--- config.mk ---
export PLATFORM = sky130hd
export DESIGN_NAME = isram_arb
export DESIGN_NICKNAME = d
export VERILOG_FILES = /design/src/rtl/isram_arb.sv
export SDC_FILE = /design/constraint.sdc
export NUM_CORES = 1
export LEC_CHECK = 0
export ABC_AREA = 1
export CAP_MARGIN = 15
export CORE_AREA = 2 2 118 120
export CTS_CLUSTER_DIAMETER = 30
export DETAILED_ROUTE_END_ITERATION = 8
export DIE_AREA = 0 0 120 122
export PLACE_DENSITY_LB_ADDON = 0.25
export SKIP_CTS_REPAIR_TIMING = 1
export SLEW_MARGIN = 10
export SYNTH_ARGS = -nofsm -noshare
export SYNTH_HDL_FRONTEND = slang
export SYNTH_SLANG_ARGS = --single-unit
--- constraint.sdc ---
create_clock -name clk -period 1.8 [get_ports clk]
set_input_delay 0.54 -clock clk [delete_from_list [all_inputs] [get_ports clk]]
set_output_delay 0.54 -clock clk [all_outputs]
set_load 0.05 [all_outputs]
--- src/rtl/isram_arb.sv ---
// Single-port instruction SRAM arbiter: fetch owns the port by default, an LSU
// access steals one slot (ACC) and then hands the port back with a re-fetch (END).
`timescale 1ns/1ps
module isram_arb #(
    parameter int unsigned FET_GAP = 1
) (
    input  logic        clk,
    input  logic        cpurst,
    input  logic        fet_cs,
    input  logic [31:3] fet_adr,
    input  logic        lsu_req,
    input  logic [31:0] lsu_adr,
    input  logic        lsu_we,
    input  logic [3:0]  lsu_be,
    input  logic [31:0] lsu_wdata,
    output logic        lsu_gnt,
    output logic        lsu_rvalid,
    output logic [31:0] lsu_rdata,
    output logic        lr_isram_cs,
    output logic        lr_isram_cs_endp,
    output logic        sram_cs,
    output logic        sram_we,
    output logic [31:3] sram_adr,
    output logic [7:0]  sram_bwe,
    output logic [63:0] sram_wdata,
    input  logic [63:0] sram_rdata
);

    localparam logic [3:0] GAP_INIT = 4'(FET_GAP);

    typedef enum logic [1:0] {
        S_IDLE = 2'd0,
        S_ACC  = 2'd1,
        S_END  = 2'd2
    } state_t;

    state_t     state;
    logic [3:0] gap_cnt;
    logic       lane_ff;
    logic       we_ff;
    logic       in_acc;
    logic       in_end;
    logic       unused_adr;

    function automatic logic [7:0] lane_bwe(input logic lane, input logic [3:0] be);
        return lane ? {be, 4'b0000} : {4'b0000, be};
    endfunction

    function automatic logic [31:0] lane_word(input logic lane, input logic [63:0] dw);
        return lane ? dw[63:32] : dw[31:0];
    endfunction

    always_ff @(posedge clk) begin
        if (cpurst) begin
            state   <= S_IDLE;
            gap_cnt <= 4'd0;
            lane_ff <= 1'b0;
            we_ff   <= 1'b0;
        end else begin
            case (state)
                S_IDLE: begin
                    if (lsu_req && gap_cnt == 4'd0)
                        state <= S_ACC;
                    if (gap_cnt != 4'd0)
                        gap_cnt <= gap_cnt - 4'd1;
                end
                S_ACC: begin
                    lane_ff <= lsu_adr[2];
                    we_ff   <= lsu_we;
                    state   <= S_END;
                end
                S_END: begin
                    // Reload the gap so fetch gets guaranteed slots before the next steal.
                    gap_cnt <= GAP_INIT;
                    state   <= S_IDLE;
                end
                default: state <= S_IDLE;
            endcase
        end
    end

    assign in_acc = (state == S_ACC);
    assign in_end = (state == S_END);

    assign lsu_gnt          = in_acc;
    assign lr_isram_cs      = in_acc | in_end;
    assign lr_isram_cs_endp = in_end;
    assign lsu_rvalid       = in_end & ~we_ff;
    assign lsu_rdata        = lane_word(lane_ff, sram_rdata);

    // Port mux: LSU only during ACC, fetch otherwise (including the END re-read).
    assign sram_cs    = in_acc | fet_cs;
    assign sram_adr   = in_acc ? lsu_adr[31:3] : fet_adr;
    assign sram_we    = in_acc & lsu_we;
    assign sram_bwe   = (in_acc && lsu_we) ? lane_bwe(lsu_adr[2], lsu_be) : 8'h00;
    assign sram_wdata = {lsu_wdata, lsu_wdata};

    assign unused_adr = ^lsu_adr[1:0];

endmodule

==> results of run 1 <==
## per-stage QoR
step	setup slack (ns)	TNS (ns)	hold WS, ns
floorplan	-0.132	-0.589	0.435
global placement	-0.401	-9.48	0.449
detailed placement	-0.409	-9.86	0.458
CTS	-0.409	-13.12	0.464
global route	-0.221	-9.09	0.492
finish	-0.160	-5.28	0.461
## where the power goes
group / leakage (nW) / internal (mW) / total, mW / switching (mW)
combinational: 2.65 / 3.14 / 6.76 / 3.62
sequential: 0.0672 / 0.263 / 0.339 / 0.0762
clock: 0.0370 / 0.287 / 0.376 / 0.0894
total: 2.75 / 3.69 / 7.48 / 3.79
## logic make-up (layout without fill, tap and decap cells)
group	Yosys count	count (layout)	share of synthesized area
multiplexers	32	32	0.202
AND/OR/NAND/NOR	129	129	0.295
flip-flops	8	8	0.0898
other	0	1	0
AO/OA/AOI/OAI	7	7	0.0239
buffers and inverters	93	243	0.354
adder cells (fa/ha/maj)	5	5	0.0351
## layer usage
| layer | track usage | up-vias | routed length, microns |
|---|---|---|---|
| li1 | - | 1098 | - |
| met1 | 0.0901 | 1008 | 2940 |
| met2 | 0.182 | 156 | 4770 |
| met3 | 0.0407 | 8 | 994 |
| met4 | 0.0287 | 0 | 68 |
| met5 | 0 | - | 0 |
## cell usage after synthesis
cell type   n
buf_2       8
inv_1      13
nor3_1      9
clkinv_2    1
ha_1        5
buf_4      64
a21oi_1     4
nand4_1     2
nand2_2     1
o21ai_1     1
a21oi_2     2
dfxtp_1     8
nand2_1    99
nor2_1      7
buf_6       4
mux2_1     32
nor2_2      1
nand3_1     6
inv_2       3
or2_2       1
nand3_2     1
or2_1       2
## worst paths after layout
| path | start | slack (ns) | to |
|---|---|---|---|
| max | lsu_be[1] | -0.16 | sram_bwe[5] |
| min | gap_cnt[1] | 0.46 | gap_cnt[1] |
| max reg2reg | state[0] | 0.27 | gap_cnt[0] |
| min reg2reg | gap_cnt[1] | 0.46 | gap_cnt[1] |
## tightest hold or removal path, cell delays in order (launching register included)
cell and delay [ns]:
dfxtp_1 0.30, inv_2 0.07, a21oi_2 0.05
## registers in the layout (all words and copies together) (netlist names)
| signal | cells |
|---|---|
| gap_cnt | 4 |
| we_ff | 1 |
| lane_ff | 1 |
| state | 2 |
## layout make-up
class	instances	area, sq um
sequential	8	165
tap	180	225
clock buffer	3	75.1
multi-input combinational	173	1490
inverter	17	68.8
antenna	1	2.50
timing repair buffer	223	3050
fill	1309	8420
==> metrics.md, run 1 <==
| Metric | Value |
|---|---|
| Slew HR | 0.862 |
| VDD IR max | 0.845 mV |
| Area leader, netlist | buf_4 |
| Placement row count | 43 |
| Final worst path period need | 1.96 ns |
| Port Buffer Count | 206 |
| Vias | 2270 |
| Worst setup SP type | input pin |
| First-pass GRT wire length | 10900 microns |
| Syn. warnings | 0 |
| Area grow syn2layout | 185% |
| DRT Pass-1 Iters | 4 |
| First DRT Iteration DRCs | 28 |
| IO Pins | 305 |
| Die W | 120 microns |
| Final WS setup | -0.160 ns |
| Final hold violations | 0 |
| Critical path type | input pin to output port |
| Hold path cells | 2 |
| Slowest cell on crit path | clkdlybuf4s50_1 |
| Largest net degree at the start of global routing | 34 |
| Starting density of the core | 0.132 |
| Vias/cell | 3.75 |
| Placer congestion estimate | 0.779 |
| Post-layout util | 0.377 |
| Num CTS Buffers | 3 |
| Library cells used by synthesis | 22 |
| Fin Clk Skew | 0.00172 ns |
| Finished Layout Cells | 605 |
| Post-Place Cells | 595 |
| Failing checks | setup timing |
| Worst reg-to-reg path cell count | 8 |
| Sequential cell area fraction in the yosys report | 0.0898 |
| WP data required | 1.26 ns |
| Die H | 122 microns |
| Nets | 597 |
| Share of cells above drive strength 1 | 0.462 |
| Most frequent cells in the layout | dlymetal6s2s_1 (69), clkdlybuf4s50_1 (62), nand2_1 (61), buf_12 (48), mux2_4 (32) |
| Avg WL per Cell | 14.5 microns |
| Slew Viols, Final | 0 |
| Actual slew at the worst max-slew pin | 0.207 ns |
| Core area | 0.0135 sq mm |
| CP top delay family | buffers and inverters |
| Post-Route WL | 8770 microns |
| Remaining global-route overflow | 0 |
| Vias in the first global route | 2124 |
| # clock sinks | 8 |
| Commonest non-fill, non-tap cell in the layout | dlymetal6s2s_1 |
| Flops & latches, synth | 8 |
| Pwr Density | 1470 mW/mm^2 |
| Initial antenna violation count | 1 |
| Stages on worst setup path | 4 |
| Post-route ant nets | 0 |
| WP buf/inv | 3 |
| Finished Cell Area | 0.00508 sq mm |
| Pleak | 2.75 nW |
| Worst-path fanout max | 2 |
| CTS tree | yes |
| DRC | 0 |
| Top cell type's share of synthesized area | 0.269 |
| Syn Area/Cell | 6.51 sq um |
| Delay of the slowest critical-path stage | 0.47 ns |
| Peak Freq | 510 MHz |
| Pwr Total | 7.48 mW |
| Number of setup violations in the final report | 65 |
| RSZ-0062 raised after global routing | true |
| Critical Path Sink Type | output port |
| Gr usage total | 0.0944 |
| Final HPWL DP | 6920 microns |
| Critical-path cell list | clkdlybuf4s50_1 -> inv_2 -> nor3_4 -> buf_12 |
| Max-cap violations | 0 |
| Final period util | 1.09 |
| Area contributors post-synth | buf_4 (27%), nand2_1 (21%), mux2_1 (20%) |
| DIE AREA | 0.0146 sq mm |
| Net Count, Synth | 445 |
| Clock-pin slew on the worst setup and hold paths | 0.04 ns |
| Hold/Removal Path Class | register to register |
| Root Buffer | clkbuf_16 |
| WP data arrival | 1.42 ns |
| Post-Syn Area | 0.00178 sq mm |
| Post-Synthesis Cells | 274 |
| Clock Latency Late Sink | 0.23 ns |
| Area after DPL | 0.00432 sq mm |
| H-Tree Depth | 1 |
| Max Root-Sink Buffers | 2 |
| Status | finished with violations |
Note: power is estimated with default switching activity, not from simulation.
==> run 2: changes to the inputs <==
--- a/config.mk
+++ b/config.mk
@@ -7,12 +7,11 @@
 export LEC_CHECK = 0
 export ABC_AREA = 1
 export CAP_MARGIN = 15
-export CORE_AREA = 2 2 118 120
+export CORE_AREA = 2 2 120 122
 export CTS_CLUSTER_DIAMETER = 30
 export DETAILED_ROUTE_END_ITERATION = 8
-export DIE_AREA = 0 0 120 122
+export DIE_AREA = 0 0 122 124
 export PLACE_DENSITY_LB_ADDON = 0.25
-export SKIP_CTS_REPAIR_TIMING = 1
 export SLEW_MARGIN = 10
 export SYNTH_ARGS = -nofsm -noshare
 export SYNTH_HDL_FRONTEND = slang
==> constraint.sdc (replaced) <==
create_clock -name clk -period 1.79 [get_ports clk]
set_input_delay 0.537 -clock clk [delete_from_list [all_inputs] [get_ports clk]]
set_output_delay 0.537 -clock clk [all_outputs]
set_load 0.05 [all_outputs]
==> metrics.md, run 2 (synthesis gave the netlist of run 1 again) <==
| Metric | Value |
|---|---|
| Num CTS Buffers | 3 (unchanged) |
| DRC | 0 (unchanged) |
| Status | finished with violations (unchanged) |
| Commonest non-fill, non-tap cell in the layout | clkdlybuf4s50_1 (was dlymetal6s2s_1) |
| Most frequent cells in the layout | clkdlybuf4s50_1 (64), dlygate4sd2_1 (61), buf_12 (49), nand2_1 (40) (was dlymetal6s2s_1 (69), clkdlybuf4s50_1 (62), nand2_1 (61), buf_12 (48), mux2_4 (32)) |
| Max-cap violations | 0 (unchanged) |
| Actual slew at the worst max-slew pin | 0.214 ns (was 0.207 ns) |
| Gr usage total | 0.108 (was 0.0944) |
| Core area | 0.0137 sq mm (was 0.0135 sq mm) |
| Worst-path fanout max | 5 (was 2) |
| Critical Path Sink Type | output port (unchanged) |
| Clock-pin slew on the worst setup and hold paths | 0.04 ns (about the same) |
| Initial antenna violation count | 1 (unchanged) |
| RSZ-0062 raised after global routing | true (unchanged) |
| Final WS setup | -0.182 ns (was -0.160 ns) |
| Port Buffer Count | 206 (unchanged) |
| Fill cells | 1378 (was 1309) |
| WP data required | 1.25 ns (was 1.26 ns) |
| Area grow syn2layout | 181% (was 185%) |
| Root Buffer | clkbuf_16 (unchanged) |
| Worst setup SP type | input pin (unchanged) |
| Finished Cell Area | 0.00500 sq mm (was 0.00508 sq mm) |
| # clock sinks | 8 (unchanged) |
| Pwr Density | 1560 mW/mm^2 (was 1470 mW/mm^2) |
| DIE AREA | 0.0151 sq mm (was 0.0146 sq mm) |
| Critical path type | input pin to output port (unchanged) |
| Max FFs per register | 4 (unchanged) |
| DRT Pass-1 Iters | 4 (unchanged) |
| Final period util | 1.10 |
| Die W | 122 microns (was 120 microns) |
| Clock Latency Late Sink | 0.23 ns (about the same) |
| Pwr Total | 7.82 mW (was 7.48 mW) |
| Die H | 124 microns (was 122 microns) |
| Post-layout util | 0.365 (was 0.377) |
| Area after DPL | 0.00434 sq mm (was 0.00432 sq mm) |
| Hold/Removal Path Class | register to register (unchanged) |
| Post-route ant nets | 0 (unchanged) |
| Vias | 2276 (was 2270) |
| Post-Route WL | 9030 microns (was 8770 microns) |
| Nets | 603 (was 597) |
| Remaining global-route overflow | 0 (unchanged) |
| CTS tree | yes (unchanged) |
| Vias in the first global route | 2470 (was 2124) |
| Peak Freq | 507 MHz |
| First DRT Iteration DRCs | 44 (was 28) |
| Slew HR | 0.857 (was 0.862) |
| Failing checks | setup timing (unchanged) |
| Fin Clk Skew | 0.00123 ns (was 0.00172 ns) |
| Placement row count | 43 (unchanged) |
| Share of cells above drive strength 1 | 0.521 (was 0.462) |
| IO Pins | 305 (unchanged) |
| Finished Layout Cells | 611 (was 605) |
| VDD IR max | 1.03 mV (was 0.845 mV) |
| Number of setup violations in the final report | 72 (was 65) |
| First-pass GRT wire length | 12600 microns (was 10900 microns) |
| Placer congestion estimate | 0.710 (was 0.779) |
| Avg WL per Cell | 14.8 microns (was 14.5 microns) |
| Post-Place Cells | 595 (unchanged) |
| Vias/cell | 3.73 (was 3.75) |
| Max Root-Sink Buffers | 2 (unchanged) |
| Slew Viols, Final | 0 (unchanged) |
| Starting density of the core | 0.130 (was 0.132) |
| Most flops, register | gap_cnt (unchanged) |
| H-Tree Depth | 1 (unchanged) |
| Final worst path period need | 1.97 ns |
| Worst slack at placement | -0.452 ns (was -0.409 ns) |
| Hold Slack | 0.460 ns (was 0.461 ns) |
| Biggest regs | gap_cnt x4, state x2 (unchanged) |
| Post-Route Setup TNS | -7.84 ns (was -5.28 ns) |
| Final HPWL DP | 7150 microns (was 6920 microns) |
| Largest net degree at the start of global routing | 22 (was 34) |
| Cts hold-fix bufs | 0 |
| Final hold violations | 0 (unchanged) |
| Pleak | 2.29 nW (was 2.75 nW) |
| WP data arrival | 1.44 ns (was 1.42 ns) |
==> run 2: area by class of cell <==
cell class / instances / area (sq um) / share of cell area
Antenna cell: 1 / 2.50 / 0.000500
Inverter: 17 / 71.3 / 0.0143
Sequential cell: 8 / 165 / 0.0330
Tap cell: 180 / 225 / 0.0450
Timing Repair Buffer: 228 / 2910 / 0.581
Clock buffer: 3 / 75.1 / 0.0150
Multi-Input combinational cell: 174 / 1560 / 0.311
==> run 2: worst max-delay path, stage by stage <==
cell and delay, ns:
clkdlybuf4s15_1 0.24, clkinvlp_4 0.24, nor3_4 0.24, buf_12 0.17
==> run 2: where the power goes <==
part | total (mW) | internal, mW | switching [mW] | leakage [nW]
registers | 0.331 | 0.264 | 0.0665 | 0.0672
clock network | 0.382 | 0.289 | 0.0930 | 0.0370
logic | 7.11 | 3.33 | 3.78 | 2.18
total | 7.82 | 3.88 | 3.94 | 2.29
==> run 2: worst paths after layout <==
check	end	cells past startpoint	startpoint	slack, ns
setup / recovery	sram_bwe[5]	4	lsu_adr[2]	-0.18
hold / removal	gap_cnt[1]	2	gap_cnt[1]	0.46
setup reg to reg	gap_cnt[0]	8	state[0]	0.25
hold reg to reg	gap_cnt[1]	2	gap_cnt[1]	0.46
==> run 2: timing repair <==
action	in CTS	in global routing
gates cloned	4	1
setup endpoints to repair	71	74
endpoints found under the hold margin	0	0
setup buffers	7	3
pin swaps	8	5
resized for setup	195	35
==> run 2: per-layer routing <==
metal	routed length (microns)	track usage	up-vias
met3	922	0.0366	14
met5	0	0	-
met1	2920	0.102	1002
li1	-	-	1112
met4	107	0.0251	0
met2	5080	0.219	148
